$ cat config.mk
export PLATFORM = sky130hd
export DESIGN_NAME = instruction_fetch_stage_flat
export DESIGN_NICKNAME = d
export VERILOG_FILES = /design/src/rtl/fetch_if.sv /design/src/rtl/instruction_fetch_stage.sv /design/src/flat_wrapper.sv
export SDC_FILE = /design/constraint.sdc
export NUM_CORES = 1
export LEC_CHECK = 0
export ABC_AREA = 1
export BUFFER_PORTS_ARGS = -buffer_cell sky130_fd_sc_hd__buf_2
export CELL_PAD_IN_SITES_DETAIL_PLACEMENT = 0
export CELL_PAD_IN_SITES_GLOBAL_PLACEMENT = 1
export CORE_MARGIN = 4
export CORE_UTILIZATION = 24
export CTS_CLUSTER_SIZE = 8
export DETAILED_ROUTE_END_ITERATION = 7
export GPL_TIMING_DRIVEN = 0
export PLACE_DENSITY_LB_ADDON = 0.25
export SLEW_MARGIN = 40
export SYNTH_ARGS = -nofsm -noshare
export SYNTH_HDL_FRONTEND = slang
export SYNTH_SLANG_ARGS = --single-unit
export TNS_END_PERCENT = 10
$ cat constraint.sdc
create_clock -name clk -period 2 [get_ports clk]
set_input_delay 0.2 -clock clk [delete_from_list [all_inputs] [get_ports clk]]
set_output_delay 0.2 -clock clk [all_outputs]
set_load 0.03 [all_outputs]
$ cat src/rtl/fetch_if.sv
// fetch_if: I-cache request/response and instruction-FIFO write bundle for the fetch stage.
// Rev 1.0
`default_nettype none

interface fetch_if;
  logic        redirect_en;
  logic [31:0] redirect_pc;
  logic        inst_req;
  logic [31:0] inst_addr;
  logic        inst_addr_ok;
  logic        inst_data_ok;
  logic [31:0] inst_rdata1;
  logic [31:0] inst_rdata2;
  logic        fifo_full;
  logic        fifo_write_en1;
  logic        fifo_write_en2;
  logic [31:0] fifo_write_data1;
  logic [31:0] fifo_write_data2;
  logic [31:0] fifo_write_address1;
  logic [31:0] fifo_write_address2;
  logic        fifo_flush;

  modport master (
    input  redirect_en, redirect_pc, inst_addr_ok, inst_data_ok,
           inst_rdata1, inst_rdata2, fifo_full,
    output inst_req, inst_addr, fifo_write_en1, fifo_write_en2,
           fifo_write_data1, fifo_write_data2,
           fifo_write_address1, fifo_write_address2, fifo_flush
  );

  modport slave (
    output redirect_en, redirect_pc, inst_addr_ok, inst_data_ok,
           inst_rdata1, inst_rdata2, fifo_full,
    input  inst_req, inst_addr, fifo_write_en1, fifo_write_en2,
           fifo_write_data1, fifo_write_data2,
           fifo_write_address1, fifo_write_address2, fifo_flush
  );
endinterface

`default_nettype wire

$ cat src/rtl/instruction_fetch_stage.sv
// instruction_fetch_stage: PC + single-outstanding I-cache fetch FSM feeding a 2-wide instruction FIFO.
// Rev 1.0
`default_nettype none

module instruction_fetch_stage #(
  parameter logic [31:0] RESET_PC = 32'hBFC0_0000
) (
  input  wire logic clk,
  input  wire logic rst,
  fetch_if.master   bus
);

  typedef enum logic [1:0] {
    S_REQ     = 2'd0,
    S_WAIT    = 2'd1,
    S_DISCARD = 2'd2
  } state_t;

  state_t      r_state;
  logic [31:0] r_pc;

  logic        w_req;
  logic        w_write;
  logic        w_pair;

  // Gating with rst keeps request and strobes quiet for the whole reset pulse.
  always_comb begin
    w_req   = 1'b0;
    w_write = 1'b0;
    w_pair  = 1'b0;
    w_req   = !rst && (r_state == S_REQ) && !bus.fifo_full && !bus.redirect_en;
    w_write = !rst && (r_state == S_WAIT) && bus.inst_data_ok && !bus.redirect_en;
    w_pair  = !r_pc[2];
  end

  assign bus.inst_req            = w_req;
  assign bus.inst_addr           = {r_pc[31:3], 3'b000};
  assign bus.fifo_flush          = bus.redirect_en;
  assign bus.fifo_write_en1      = w_write;
  assign bus.fifo_write_en2      = w_write && w_pair;
  assign bus.fifo_write_data1    = w_pair ? bus.inst_rdata1 : bus.inst_rdata2;
  assign bus.fifo_write_address1 = r_pc;
  assign bus.fifo_write_data2    = bus.inst_rdata2;
  assign bus.fifo_write_address2 = r_pc + 32'd4;

  always_ff @(posedge clk or posedge rst) begin
    if (rst) begin
      r_pc    <= RESET_PC;
      r_state <= S_REQ;
    end else begin
      if (bus.redirect_en) begin
        r_pc <= bus.redirect_pc & 32'hFFFF_FFFC;
      end else if (w_write) begin
        r_pc <= r_pc + (w_pair ? 32'd8 : 32'd4);
      end

      case (r_state)
        S_REQ: begin
          if (w_req && bus.inst_addr_ok) r_state <= S_WAIT;
        end
        S_WAIT: begin
          if (bus.inst_data_ok)     r_state <= S_REQ;
          else if (bus.redirect_en) r_state <= S_DISCARD;
        end
        S_DISCARD: begin
          if (bus.inst_data_ok) r_state <= S_REQ;
        end
        default: r_state <= S_REQ;
      endcase
    end
  end

endmodule

`default_nettype wire

$ cat src/flat_wrapper.sv
// flat-port wrapper written by rule: the top's interface ports become plain ports
module instruction_fetch_stage_flat 
#(
  parameter logic [31:0] RESET_PC = 32'hBFC0_0000
)
  (clk, rst, bus_redirect_en, bus_redirect_pc, bus_inst_addr_ok, bus_inst_data_ok, bus_inst_rdata1, bus_inst_rdata2, bus_fifo_full, bus_inst_req, bus_inst_addr, bus_fifo_write_en1, bus_fifo_write_en2, bus_fifo_write_data1, bus_fifo_write_data2, bus_fifo_write_address1, bus_fifo_write_address2, bus_fifo_flush);
  fetch_if bus_i ();
  input  wire logic clk;
  input  wire logic rst;
  input wire logic [$bits(bus_i.redirect_en)-1:0] bus_redirect_en;
  input wire logic [$bits(bus_i.redirect_pc)-1:0] bus_redirect_pc;
  input wire logic [$bits(bus_i.inst_addr_ok)-1:0] bus_inst_addr_ok;
  input wire logic [$bits(bus_i.inst_data_ok)-1:0] bus_inst_data_ok;
  input wire logic [$bits(bus_i.inst_rdata1)-1:0] bus_inst_rdata1;
  input wire logic [$bits(bus_i.inst_rdata2)-1:0] bus_inst_rdata2;
  input wire logic [$bits(bus_i.fifo_full)-1:0] bus_fifo_full;
  output wire logic [$bits(bus_i.inst_req)-1:0] bus_inst_req;
  output wire logic [$bits(bus_i.inst_addr)-1:0] bus_inst_addr;
  output wire logic [$bits(bus_i.fifo_write_en1)-1:0] bus_fifo_write_en1;
  output wire logic [$bits(bus_i.fifo_write_en2)-1:0] bus_fifo_write_en2;
  output wire logic [$bits(bus_i.fifo_write_data1)-1:0] bus_fifo_write_data1;
  output wire logic [$bits(bus_i.fifo_write_data2)-1:0] bus_fifo_write_data2;
  output wire logic [$bits(bus_i.fifo_write_address1)-1:0] bus_fifo_write_address1;
  output wire logic [$bits(bus_i.fifo_write_address2)-1:0] bus_fifo_write_address2;
  output wire logic [$bits(bus_i.fifo_flush)-1:0] bus_fifo_flush;
  assign bus_i.redirect_en = bus_redirect_en;
  assign bus_i.redirect_pc = bus_redirect_pc;
  assign bus_i.inst_addr_ok = bus_inst_addr_ok;
  assign bus_i.inst_data_ok = bus_inst_data_ok;
  assign bus_i.inst_rdata1 = bus_inst_rdata1;
  assign bus_i.inst_rdata2 = bus_inst_rdata2;
  assign bus_i.fifo_full = bus_fifo_full;
  assign bus_inst_req = bus_i.inst_req;
  assign bus_inst_addr = bus_i.inst_addr;
  assign bus_fifo_write_en1 = bus_i.fifo_write_en1;
  assign bus_fifo_write_en2 = bus_i.fifo_write_en2;
  assign bus_fifo_write_data1 = bus_i.fifo_write_data1;
  assign bus_fifo_write_data2 = bus_i.fifo_write_data2;
  assign bus_fifo_write_address1 = bus_i.fifo_write_address1;
  assign bus_fifo_write_address2 = bus_i.fifo_write_address2;
  assign bus_fifo_flush = bus_i.fifo_flush;
  instruction_fetch_stage #(.RESET_PC(RESET_PC)) u_core (.clk(clk), .rst(rst), .bus(bus_i));
endmodule
==> results.sh <==
export IMPL_die_area_um2=17400
export IMPL_max_slew_margin=0.568
export IMPL_failed_checks="setup timing"
export IMPL_start_util=0.249
export IMPL_cp_required_ps=1800
export IMPL_setup_slack_ps=-37.5
export IMPL_avgRoutedWirePerCell_um=15.2
export IMPL_crit_fanout=4
export IMPL_dp_hpwl_um=13200
export IMPL_rows=44
export IMPL_drive_gt1_frac=0.525
export IMPL_track_usage=0.185
export IMPL_first_pass_iters=5
export IMPL_insertion_delay_ps=290
export IMPL_synth_top_area_cell="nand2_1"
export IMPL_vias_per_cell=4.23
export IMPL_setup_violations=5
export IMPL_overflow=0
export IMPL_hold_viol=0
export IMPL_clkPwrFrac=0.207
export IMPL_io_pins=266
export IMPL_hold_class="input port to async pin"
export IMPL_period_minus_slack_ps=2040
export IMPL_fillers=1653
export IMPL_cts_buffers=5
export IMPL_skew_ps=6.73
export IMPL_final_core_util=0.413
export IMPL_vias=4708
export IMPL_finalNetCount=1034
export IMPL_drv_cap=0
export IMPL_p_leak_nw=3.35
export IMPL_status="finished, violations left"
export IMPL_power_total_w=0.00386
export IMPL_worstPathArrival_ps=1840
export IMPL_synth_most_common_cell="nand2_1"
export IMPL_synthTopCellsByArea="nand2_1 (26%), dfrtp_1 (16%), buf_4 (14%)"
export IMPL_wl_um=16900
export IMPL_ys_flop_type="dfrtp_1"
export IMPL_antenna_cells=0
export IMPL_grt_pass1_vias=4633
export IMPL_power_internal_w=0.00201
export IMPL_synthTopCellsByCount="nand2_1 (255), nor2_1 (83), buf_4 (70), inv_1 (38), nand3_1 (30)"
export IMPL_start_kind="flip-flop"
export IMPL_die_x_um=132
export IMPL_power_frac_seq=0.226
export IMPL_yosys_cell_types_count=30
export IMPL_htree_levels=2
export IMPL_gp_congestion=0.795
export IMPL_netlist_area_um2=3680
export IMPL_yosysSeqAreaShare=0.221
export IMPL_fmax_ghz=0.491
export IMPL_syn_to_final_growth_pct=65.8
export IMPL_rsz0062_at_grt="true"
export IMPL_cts_tree="done"
export IMPL_drt_initial_drc_count=217
export IMPL_port_buffers=256
export IMPL_coreArea_um2=14800
export IMPL_min_period_over_period=1.02
export IMPL_grt_max_degree=22
export IMPL_synth_cells=618
export IMPL_whs_ps=66.8
export IMPL_synth_warnings=0
export IMPL_synth_edf_count=0
export IMPL_synth_seq_cells=32
export IMPL_cts_sinks=32
export IMPL_r2r_setup_slack_ps=90
export IMPL_startpoint="u_core.bus.fifo_write_address1[3]$_DFFE_PP0N_"
export IMPL_async_reset_ff_frac=1.00
export IMPL_clkSlewWorstSetupHoldPaths_ps=60
export IMPL_power_switching_w=0.00184
export IMPL_power_share_combinational=0.567
export IMPL_slew_violations=0
export IMPL_path_class="flip-flop to primary output"
export IMPL_finalSetupTns_ps=-92.5
export IMPL_pwr_density_cell_nw_per_um2=633
export IMPL_syn_area_per_cell_um2=5.95
export IMPL_p_sw_frac=0.478
export IMPL_drc=0
export IMPL_die_height_um=132
export IMPL_cts_path_max_buffers=2
export IMPL_antenna_found_initial=0
export IMPL_synth_top_area_frac=0.260
export IMPL_end_kind="primary output"
export IMPL_tightestPinTransition_ps=648
export IMPL_ant_nets=0
export IMPL_vdd_drop_max_mv=0.285
export IMPL_cts_root_buf="clkbuf_16"
export IMPL_grt_pass1_wl_um=25600
export IMPL_reg2reg_from="u_core.bus.fifo_write_address1[2]$_DFFE_PP0N_"
-- registers in the layout, summed over array words and instances (netlist names) --
signal and flops:
u_core.bus.fifo_write_address1 30, u_core.r_state 2
-- worst paths after layout --
| path | endpoint | cells after the start |
|---|---|---|
| max | bus_fifo_write_address2[19] | 8 |
| min | u_core.bus.fifo_write_address1[24]$_DFFE_PP1N_ | 2 |
| max reg2reg | u_core.bus.fifo_write_address1[19]$_DFFE_PP0N_ | 12 |
| min reg2reg | u_core.bus.fifo_write_address1[31]$_DFFE_PP1N_ | 2 |
| max in group asynchronous | u_core.bus.fifo_write_address1[15]$_DFFE_PP0N_ | 3 |
| min in group clk | u_core.bus.fifo_write_address1[2]$_DFFE_PP0N_ | 3 |
-- critical path, stage by stage (launching register included) --
cell	delay, ps
dfrtp_2	430
ha_4	190
nand2_4	60
nor2_4	90
nand2_2	90
nor3_4	230
nand2_2	100
xor2_2	190
buf_6	160
-- logic make-up after synthesis --
family | count (synthesis) | synth area share
AND/OR/NAND/NOR | 393 | 0.441
adder cells (fa/ha/maj) | 4 | 0.0136
XOR/XNOR | 32 | 0.0762
buffers and inverters | 128 | 0.204
flip-flops | 32 | 0.221
other | 1 | 0.00102
AO/OA/AOI/OAI | 28 | 0.0439
-- stage by stage --
step                setup slack, ps  area, um^2  cells
floorplan                      -175        3700    624
global placement               -640        5210   1064
detailed placement             -513        5230   1065
CTS                            -118        5740   1092
global route                   -136        6100   1113
finish                        -37.5        6100   1113
-- cell usage in the layout, fill, tap and decap left out, types with 5 or more instances in the layout --
cell type,instances
a21oi_1,7
clkbuf_2,5
nor2_1,64
clkbuf_1,7
nor2_2,12
dfrtp_1,5
xor2_1,22
xor2_2,5
dfstp_2,9
nor2_4,17
nand2_1,237
nand2_2,18
buf_2,240
buf_4,125
o21ai_0,8
conb_1,7
xnor2_1,5
dfrtp_2,18
inv_2,6
nand3_1,27
clkbuf_16,5
inv_1,34
-- layer usage --
metal	track usage	vias up	wire length (um)	share of wire
met5	0	-	0	0
met4	0.0315	0	114	0.0068
met3	0.0496	9	1360	0.081
met2	0.350	171	8850	0.52
met1	0.209	2096	6560	0.39
li1	-	2432	-	-
-- timing repair --
item	4_1_cts	5_1_grt
setup endpoints to repair	67	51
hold buffers	1	0
buffers inserted	18	21
resized for setup	78	54
pin swaps	11	19
hold endpoints to repair	8	0
-- power groups by stage --
| stage | registers, W | logic [W] | clock network (W) |
|---|---|---|---|
| 3_3_place_gp | 0.000911 | 0.00190 | 0 |
| 3_5_place_dp | 0.000911 | 0.00190 | 0 |
| 6_report | 0.000870 | 0.00219 | 0.000798 |
| 5_1_grt | 0.000881 | 0.00235 | 0.000848 |
| 2_1_floorplan | 0.000994 | 0.00118 | 0 |
| 4_1_cts | 0.000880 | 0.00208 | 0.000826 |
-- cell type report --
cell class | count | area, um^2 | area share
Clock buffer | 6 | 139 | 0.0228
Multi-Input combinational cell | 464 | 2440 | 0.401
Timing Repair Buffer | 297 | 1660 | 0.273
Inverter | 41 | 158 | 0.0259
Buffer | 87 | 617 | 0.101
Sequential cell | 32 | 835 | 0.137
Tap cell | 184 | 230 | 0.0378
Clock inverter | 2 | 10.0 | 0.00164
No activity file was read; power rests on OpenSTA's default activity.
